## config.mk

```make
export PLATFORM = sky130hd
export DESIGN_NAME = sw_debounce2
export DESIGN_NICKNAME = d
export VERILOG_FILES = /design/src/rtl/sw_debounce2.sv
export SDC_FILE = /design/constraint.sdc
export NUM_CORES = 1
export LEC_CHECK = 0
export ABC_AREA = 1
export CAP_MARGIN = 0
export CORE_MARGIN = 2
export CORE_UTILIZATION = 40
export CTS_BUF_LIST = sky130_fd_sc_hd__clkbuf_16
export DETAILED_ROUTE_END_ITERATION = 6
export GPL_TIMING_DRIVEN = 0
export PLACE_DENSITY_LB_ADDON = 0.08
export REMOVE_ABC_BUFFERS = 1
export SETUP_SLACK_MARGIN = 0.2
export SLEW_MARGIN = 5
export SYNTH_ARGS = -nofsm -noshare
export SYNTH_HDL_FRONTEND = slang
export SYNTH_SLANG_ARGS = --single-unit
```

## constraint.sdc

```tcl
create_clock -name clk -period 1.89 [get_ports clk]
set_input_delay 0.378 -clock clk [delete_from_list [all_inputs] [get_ports clk]]
set_output_delay 0.378 -clock clk [all_outputs]
set_load 0.1 [all_outputs]
```

## src/rtl/sw_debounce2.sv

```systemverilog
// Two-channel switch conditioner: synchronise, debounce and edge-detect two raw inputs.
// Each channel is an independent sync + stability-counter FSM; a separate counter drives valid.

module sw_debounce2_chan #(
    parameter int unsigned STABLE_CYCLES = 1000000,
    parameter int unsigned CNT_W         = 20
) (
    input  logic clk,
    input  logic rst_n,
    input  logic raw,
    output logic level,
    output logic rise,
    output logic fall
);

    localparam logic [CNT_W-1:0] CNT_LAST = CNT_W'(STABLE_CYCLES - 1);

    typedef enum logic {
        ST_STABLE,
        ST_COUNTING
    } state_t;

    state_t           state;
    logic             s1;
    logic             s;
    logic [CNT_W-1:0] cnt;

    // Two-flop synchroniser feeding the stability FSM; pulses share the level-update edge.
    always_ff @(posedge clk or negedge rst_n) begin
        if (!rst_n) begin
            s1    <= 1'b0;
            s     <= 1'b0;
            state <= ST_STABLE;
            cnt   <= '0;
            level <= 1'b0;
            rise  <= 1'b0;
            fall  <= 1'b0;
        end else begin
            s1   <= raw;
            s    <= s1;
            rise <= 1'b0;
            fall <= 1'b0;
            case (state)
                ST_STABLE: begin
                    cnt <= '0;
                    if (s != level) begin
                        state <= ST_COUNTING;
                        cnt   <= CNT_W'(1);
                    end
                end
                ST_COUNTING: begin
                    if (s == level) begin
                        state <= ST_STABLE;
                        cnt   <= '0;
                    end else if (cnt == CNT_LAST) begin
                        level <= ~level;
                        rise  <= ~level;
                        fall  <= level;
                        cnt   <= '0;
                        state <= ST_STABLE;
                    end else begin
                        cnt <= cnt + CNT_W'(1);
                    end
                end
            endcase
        end
    end

endmodule

module sw_debounce2 #(
    parameter int unsigned STABLE_CYCLES = 1000000,
    parameter int unsigned CNT_W         = 20
) (
    input  logic clk,
    input  logic rst_n,
    input  logic sw_a_raw,
    input  logic sw_b_raw,
    output logic a,
    output logic b,
    output logic a_rise,
    output logic a_fall,
    output logic b_rise,
    output logic b_fall,
    output logic valid
);

    localparam logic [CNT_W-1:0] VCNT_FULL = CNT_W'(STABLE_CYCLES);
    localparam logic [CNT_W-1:0] VCNT_LAST = CNT_W'(STABLE_CYCLES - 1);

    logic [CNT_W-1:0] vcnt;

    sw_debounce2_chan #(
        .STABLE_CYCLES (STABLE_CYCLES),
        .CNT_W         (CNT_W)
    ) u_chan_a (
        .clk   (clk),
        .rst_n (rst_n),
        .raw   (sw_a_raw),
        .level (a),
        .rise  (a_rise),
        .fall  (a_fall)
    );

    sw_debounce2_chan #(
        .STABLE_CYCLES (STABLE_CYCLES),
        .CNT_W         (CNT_W)
    ) u_chan_b (
        .clk   (clk),
        .rst_n (rst_n),
        .raw   (sw_b_raw),
        .level (b),
        .rise  (b_rise),
        .fall  (b_fall)
    );

    // Post-reset settle counter; saturates at STABLE_CYCLES and leaves valid set.
    always_ff @(posedge clk or negedge rst_n) begin
        if (!rst_n) begin
            vcnt  <= '0;
            valid <= 1'b0;
        end else begin
            if (vcnt != VCNT_FULL) begin
                vcnt <= vcnt + CNT_W'(1);
            end
            if (vcnt == VCNT_LAST) begin
                valid <= 1'b1;
            end
        end
    end

endmodule

```

# [Word level (Yosys, flattened, before mapping)]
# Cells that the tools add are included.
[classes] n_addsub=3 n_reduce_logical=2 n_eq_ne=8 n_bitwise=6 muxes=28
[op_table] cell="20-bit 2-to-1 mux" n=4
[op_table] cell="20-bit one-hot mux with 2 select lines" n=2
[op_table] cell="20-bit by 1-bit adder with 20-bit output (second input constant)" n=3
[op_table] cell="20-bit == test (second input constant)" n=3
[op_table] cell="1-bit 2-to-1 mux" n=20
[op_table] cell="20-bit != test (second input constant)" n=1
[op_table] cell="1-bit NOT" n=6
[op_table] cell="3-bit AND reduction" n=2
[op_table] cell="1-bit one-hot mux with 2 select lines" n=2
[op_table] cell="1-bit == test" n=2
[op_table] cell="1-bit != test" n=2
[totals] in_bits=4 word_cells=63 out_inout_bits=7 reg_bits=73

# [Logic depth before layout (Yosys ltp)]
# Gate-level depths: netlist (run 1).
[depth] word_depth=4 depth_mapped=10 ltp_nobuf=10

# [Hierarchy]
# From an unflattened synthesis (run 1), not the netlist that was laid out.
[hier_totals] cells_unflattened=461 hier_area_um2=3744.8
[modules_own_cells] module="sw_debounce2_chan" cells_per_inst=161 area_each_um2=1297.5 n_inst=2 seq_area_each_um2=650.6
[modules_own_cells] module="sw_debounce2" cells_per_inst=139 area_each_um2=1149.9 n_inst=1 seq_area_each_um2=525.5

# [Worst setup path after synthesis (run 1)]
# No wires, ideal clock.
[synth_timing] path_type="flip-flop to flip-flop" from="register u_chan_b.level" to="register u_chan_b.cnt[15]" synth_period_minus_slack_ns=1.792 t_arrival_ns=1.721 path_stages_with_launch=6 setup_time_ns=0.071 setup_slack_ns=0.098 t_required_ns=1.819 path_buffers=1 path_cell_list="dfrtp_1 xor2_1 and2_4 nand2_4 buf_6 nor2_1"
[synth_via] elab_chain_cells=3
[synth_lines] element="start, declared" line="11" rtl="output logic level,"
[synth_lines] element="start signal, assigned" line="56" rtl="level <= ~level;"
[synth_lines] element="1-bit == test" line="52" rtl="if (s == level) begin"
[synth_lines] element="20-bit 2-to-1 mux" line="52"
[synth_lines] element="20-bit one-hot mux with 2 select lines" line="43" rtl="case (state)"
[synth_lines] element="end signal, assigned" line="62" rtl="cnt <= cnt + CNT_W'(1);"
[synth_lines] element="end, declared" line="26" rtl="logic [CNT_W-1:0] cnt;"
# Every way passes these cells.
# A chain may end at the register's enable or synchronous reset.

# [Worst setup path after layout (run 1)]
[layout_timing] from="register u_chan_b.level" to="output b"
[layout_rtl] element="end, declared" line="80" rtl="output logic b,"
# No word-level cell between the ends.

==> results.py, run 1 <==
metrics = {
    "cts": {
        "root_buffer": "clkbuf_16",
        "htreeDepth": 3,
        "cts_buffer_depth": 2,
        "cts_tree": "built",
        "numCtsBuffers": 9,
        "clock-sinks": 73,
        "clk_latency_ps": 330,
        "path_clk_slew_ps": 60,
    },
    "critical_path": {
        "crit_start": "u_chan_b.level$_DFFE_PN0P_",
        "cp.buffers_inverters": 1,
        "cp.arrival_ps": 1240,
        "slowest_delay_ps": 470,
        "path_cells": "buf_2",
        "reg2reg_from": "u_chan_b.cnt[0]$_DFF_PN0_",
        "crit_path_end_kind": "output pin",
        "r2r_end": "u_chan_b.cnt[15]$_DFF_PN0_",
        "r2r_slack_ps": 310,
        "worst_ep_required_time_ps": 1510,
        "criticalPathCategory": "register to output pin",
        "r2r_cells": 9,
        "crit_slowest_cell": "buf_2",
        "cpLargestDelayFamily": "buffers and inverters",
        "critPathLaunchType": "register",
        "cp_max_fo": 5,
    },
    "sta": {
        "layout_setup_ws_ps": 272,
        "fin_crit_ps": 1620,
        "final_hold_viol_count": 0,
        "clock_skew_ps": 8.72,
        "tightest_slew_ps": 546,
        "final.setup.tns_ps": 0,
        "max_freq_ghz": 0.618,
        "setup_viol": 0,
        "fin_crit_sh_pct": 85.6,
        "slew_headroom_pct": 63.8,
        "rsz0062_at_grt": "true",
        "slew_viol_final": 0,
    },
    "finish": {
        "multiInputGateArea_sq_mm": 0.00178,
        "reg_top3": "u_chan_a.cnt: 20 flops, u_chan_b.cnt: 20 flops, vcnt: 20 flops",
        "num-nets-final": 505,
        "antenna_cells": 0,
        "drive_gt1_share_pct": 12.2,
        "fin_util_pct": 48.1,
        "fillers": 939,
        "syn_to_final_growth_pct": 16.5,
        "ff_latch_area_sq_mm": 0.00183,
    },
    "hold_path": {
        "hold_depth": 0,
        "holdPathEnd": "u_chan_b.s$_DFF_PN0_",
        "hp-start": "u_chan_b.s1$_DFF_PN0_",
        "hold_path_class": "register to register",
    },
    "synthesis": {
        "yosysWarnings": 0,
        "async_flop_share_pct": 100,
        "netlist_area_sq_mm": 0.00381,
        "ys_ff_latch": 73,
        "synth_edf_count": 0,
        "yosysSeqAreaShare_pct": 47.9,
        "synth_cells": 471,
        "synth_cell_type_count": 25,
        "syn_avg_cell_area_sq_um": 8.09,
        "synthFlopType": "dfrtp_1",
    },
    "grt": {
        "grt_pass1_wl_um": 12800,
        "overflow": 0,
        "antenna_found_initial": 0,
        "grt_usage_pct": 15.7,
        "grt_start_max_net_pins": 44,
        "grt_pass1_vias": 2789,
    },
    "floorplan": {
        "die_y_um": 102,
        "rows": 35,
        "start_util_pct": 41.3,
        "coreArea_sq_mm": 0.00924,
        "die_x_um": 102,
        "io_pins": 11,
        "die_area_sq_mm": 0.0103,
    },
    "place": {
        "hpwl_um": 5280,
        "routabilityCongestion": 0.846,
        "dp_slack_ps": -82.3,
        "portBuffers": 10,
    },
    "job": {
        "cap_violations": 0,
    },
    "drt": {
        "drtIter0Drc": 72,
        "drtAntennaViolNets": 0,
        "dr.pass1.iters": 5,
        "drc_errors": 0,
        "finalWirelength_um": 7520,
        "viasPerCell": 4.64,
        "vias": 2928,
        "wl_per_cell_um": 11.9,
    },
    "power_and_ir_drop": {
        "power.density_mw_per_mm2": 742,
        "power_leakage_nw": 1.93,
        "vdd_ir_drop_max_uv": 403,
        "power.total_mw": 3.29,
    },
    "outcome": {
        "status": "finished clean",
    },
}
## layout make-up
| class | count | area share [%] |
|---|---|---|
| well taps | 129 | 3.63 |
| multi-input cells | 339 | 40.2 |
| clock buffers | 9 | 5.07 |
| inverters | 57 | 4.82 |
| flip-flops and latches | 73 | 41.1 |
| clock inverters | 7 | 1.07 |
| repair buffers | 17 | 4.09 |
## metrics by stage
step | hold slack (ps) | std cells | area (sq um)
2_1_floorplan | 82.4 | 468 | 3780
3_3_place_gp | 332 | 607 | 4040
3_5_place_dp | 336 | 608 | 4070
4_1_cts | 348 | 625 | 4360
5_1_grt | 359 | 631 | 4440
6_report | 343 | 631 | 4440
## Yosys cell counts, types with 3 or more instances
cell | instances | area share, %
xor2_1 | 28 | 6.4
a21oi_1 | 6 | 0.79
inv_2 | 3 | 0.30
dfrtp_1 | 73 | 48
nor3_1 | 10 | 1.3
nor2_1 | 100 | 9.8
nand2_1 | 104 | 10
and2_1 | 3 | 0.49
xnor2_1 | 8 | 1.8
nand3b_1 | 4 | 0.79
nand4_1 | 16 | 2.6
buf_6 | 3 | 0.89
nand3_2 | 3 | 0.79
nor2_2 | 8 | 1.3
nand3_1 | 23 | 3.0
nand2_2 | 4 | 0.66
ha_1 | 4 | 1.3
nor2_4 | 4 | 1.2
inv_1 | 54 | 5.3
o21ai_0 | 6 | 0.79
## metal layers
layer	track usage [%]	up-vias	part of all wire, %
li1	-	1522	-
met1	21.2	1355	51
met2	25.1	35	45
met3	2.35	16	2.0
met4	6.96	0	2.0
met5	0	-	0
## how the worst max path moves through the flow
stage                                 endpoint  cells after the start
finish                                       b                      1
floorplan           u_chan_b.cnt[17]$_DFF_PN0_                      6
detailed placement                           b                      1
global placement          vcnt[19]$_DFFE_PN0P_                      1
CTS                                          b                      1
global route        u_chan_b.cnt[17]$_DFF_PN0_                     10
## power breakdown
group / switching [mW] / internal (mW)
Combinational: 0.100 / 0.0513
Clock: 0.660 / 0.882
Sequential: 0.0140 / 1.59
Total: 0.774 / 2.52
## logic make-up (layout without fill, tap and decap cells)
| family | after synthesis | count (layout) | share of synthesized area, % |
|---|---|---|---|
| buffers and inverters | 60 | 90 | 6.50 |
| AO/OA/AOI/OAI | 13 | 13 | 1.81 |
| flip-flops | 73 | 73 | 47.9 |
| XOR/XNOR | 36 | 36 | 8.27 |
| adder cells (fa/ha/maj) | 4 | 4 | 1.31 |
| AND/OR/NAND/NOR | 285 | 286 | 34.2 |
## worst register-to-register path, cell delays in order, from the launching register on
cell and delay, ps:
dfrtp_1 370, ha_1 180, nand2_1 90, inv_2 110
nand2_2 90, nor2_4 190, nand3_4 140, nand2_8 140
buf_4 130, nor2_1 40
## timing repair
item,CTS,global route
endpoints found under the hold margin,2,0
endpoints found under the setup margin,10,23
gates resized for setup,23,8
gates cloned,0,1
buffers inserted,0,5
hold buffers,1,0
pin swaps,0,4
## cell usage in the layout (no fill, tap or decap), types with 4 or more instances in the layout
master / instances
a21oi_1: 6
buf_4: 5
clkbuf_16: 9
clkdlybuf4s15_2: 5
clkinvlp_4: 4
dfrtp_1: 73
inv_1: 54
nand2_1: 103
nand2_2: 5
nand3_1: 23
nand3b_1: 4
nand4_1: 16
nor2_1: 100
nor2_2: 7
nor2_4: 5
nor3_1: 10
o21ai_0: 6
xnor2_1: 8
xor2_1: 28
(Power assumes the default switching activity.)
==> run 2, diff against run 1 <==
CTS_CLUSTER_DIAMETER = 30   (was default)
==> results of run 2 <==
Final layout, timing and power as in run 1 (identical DEF).
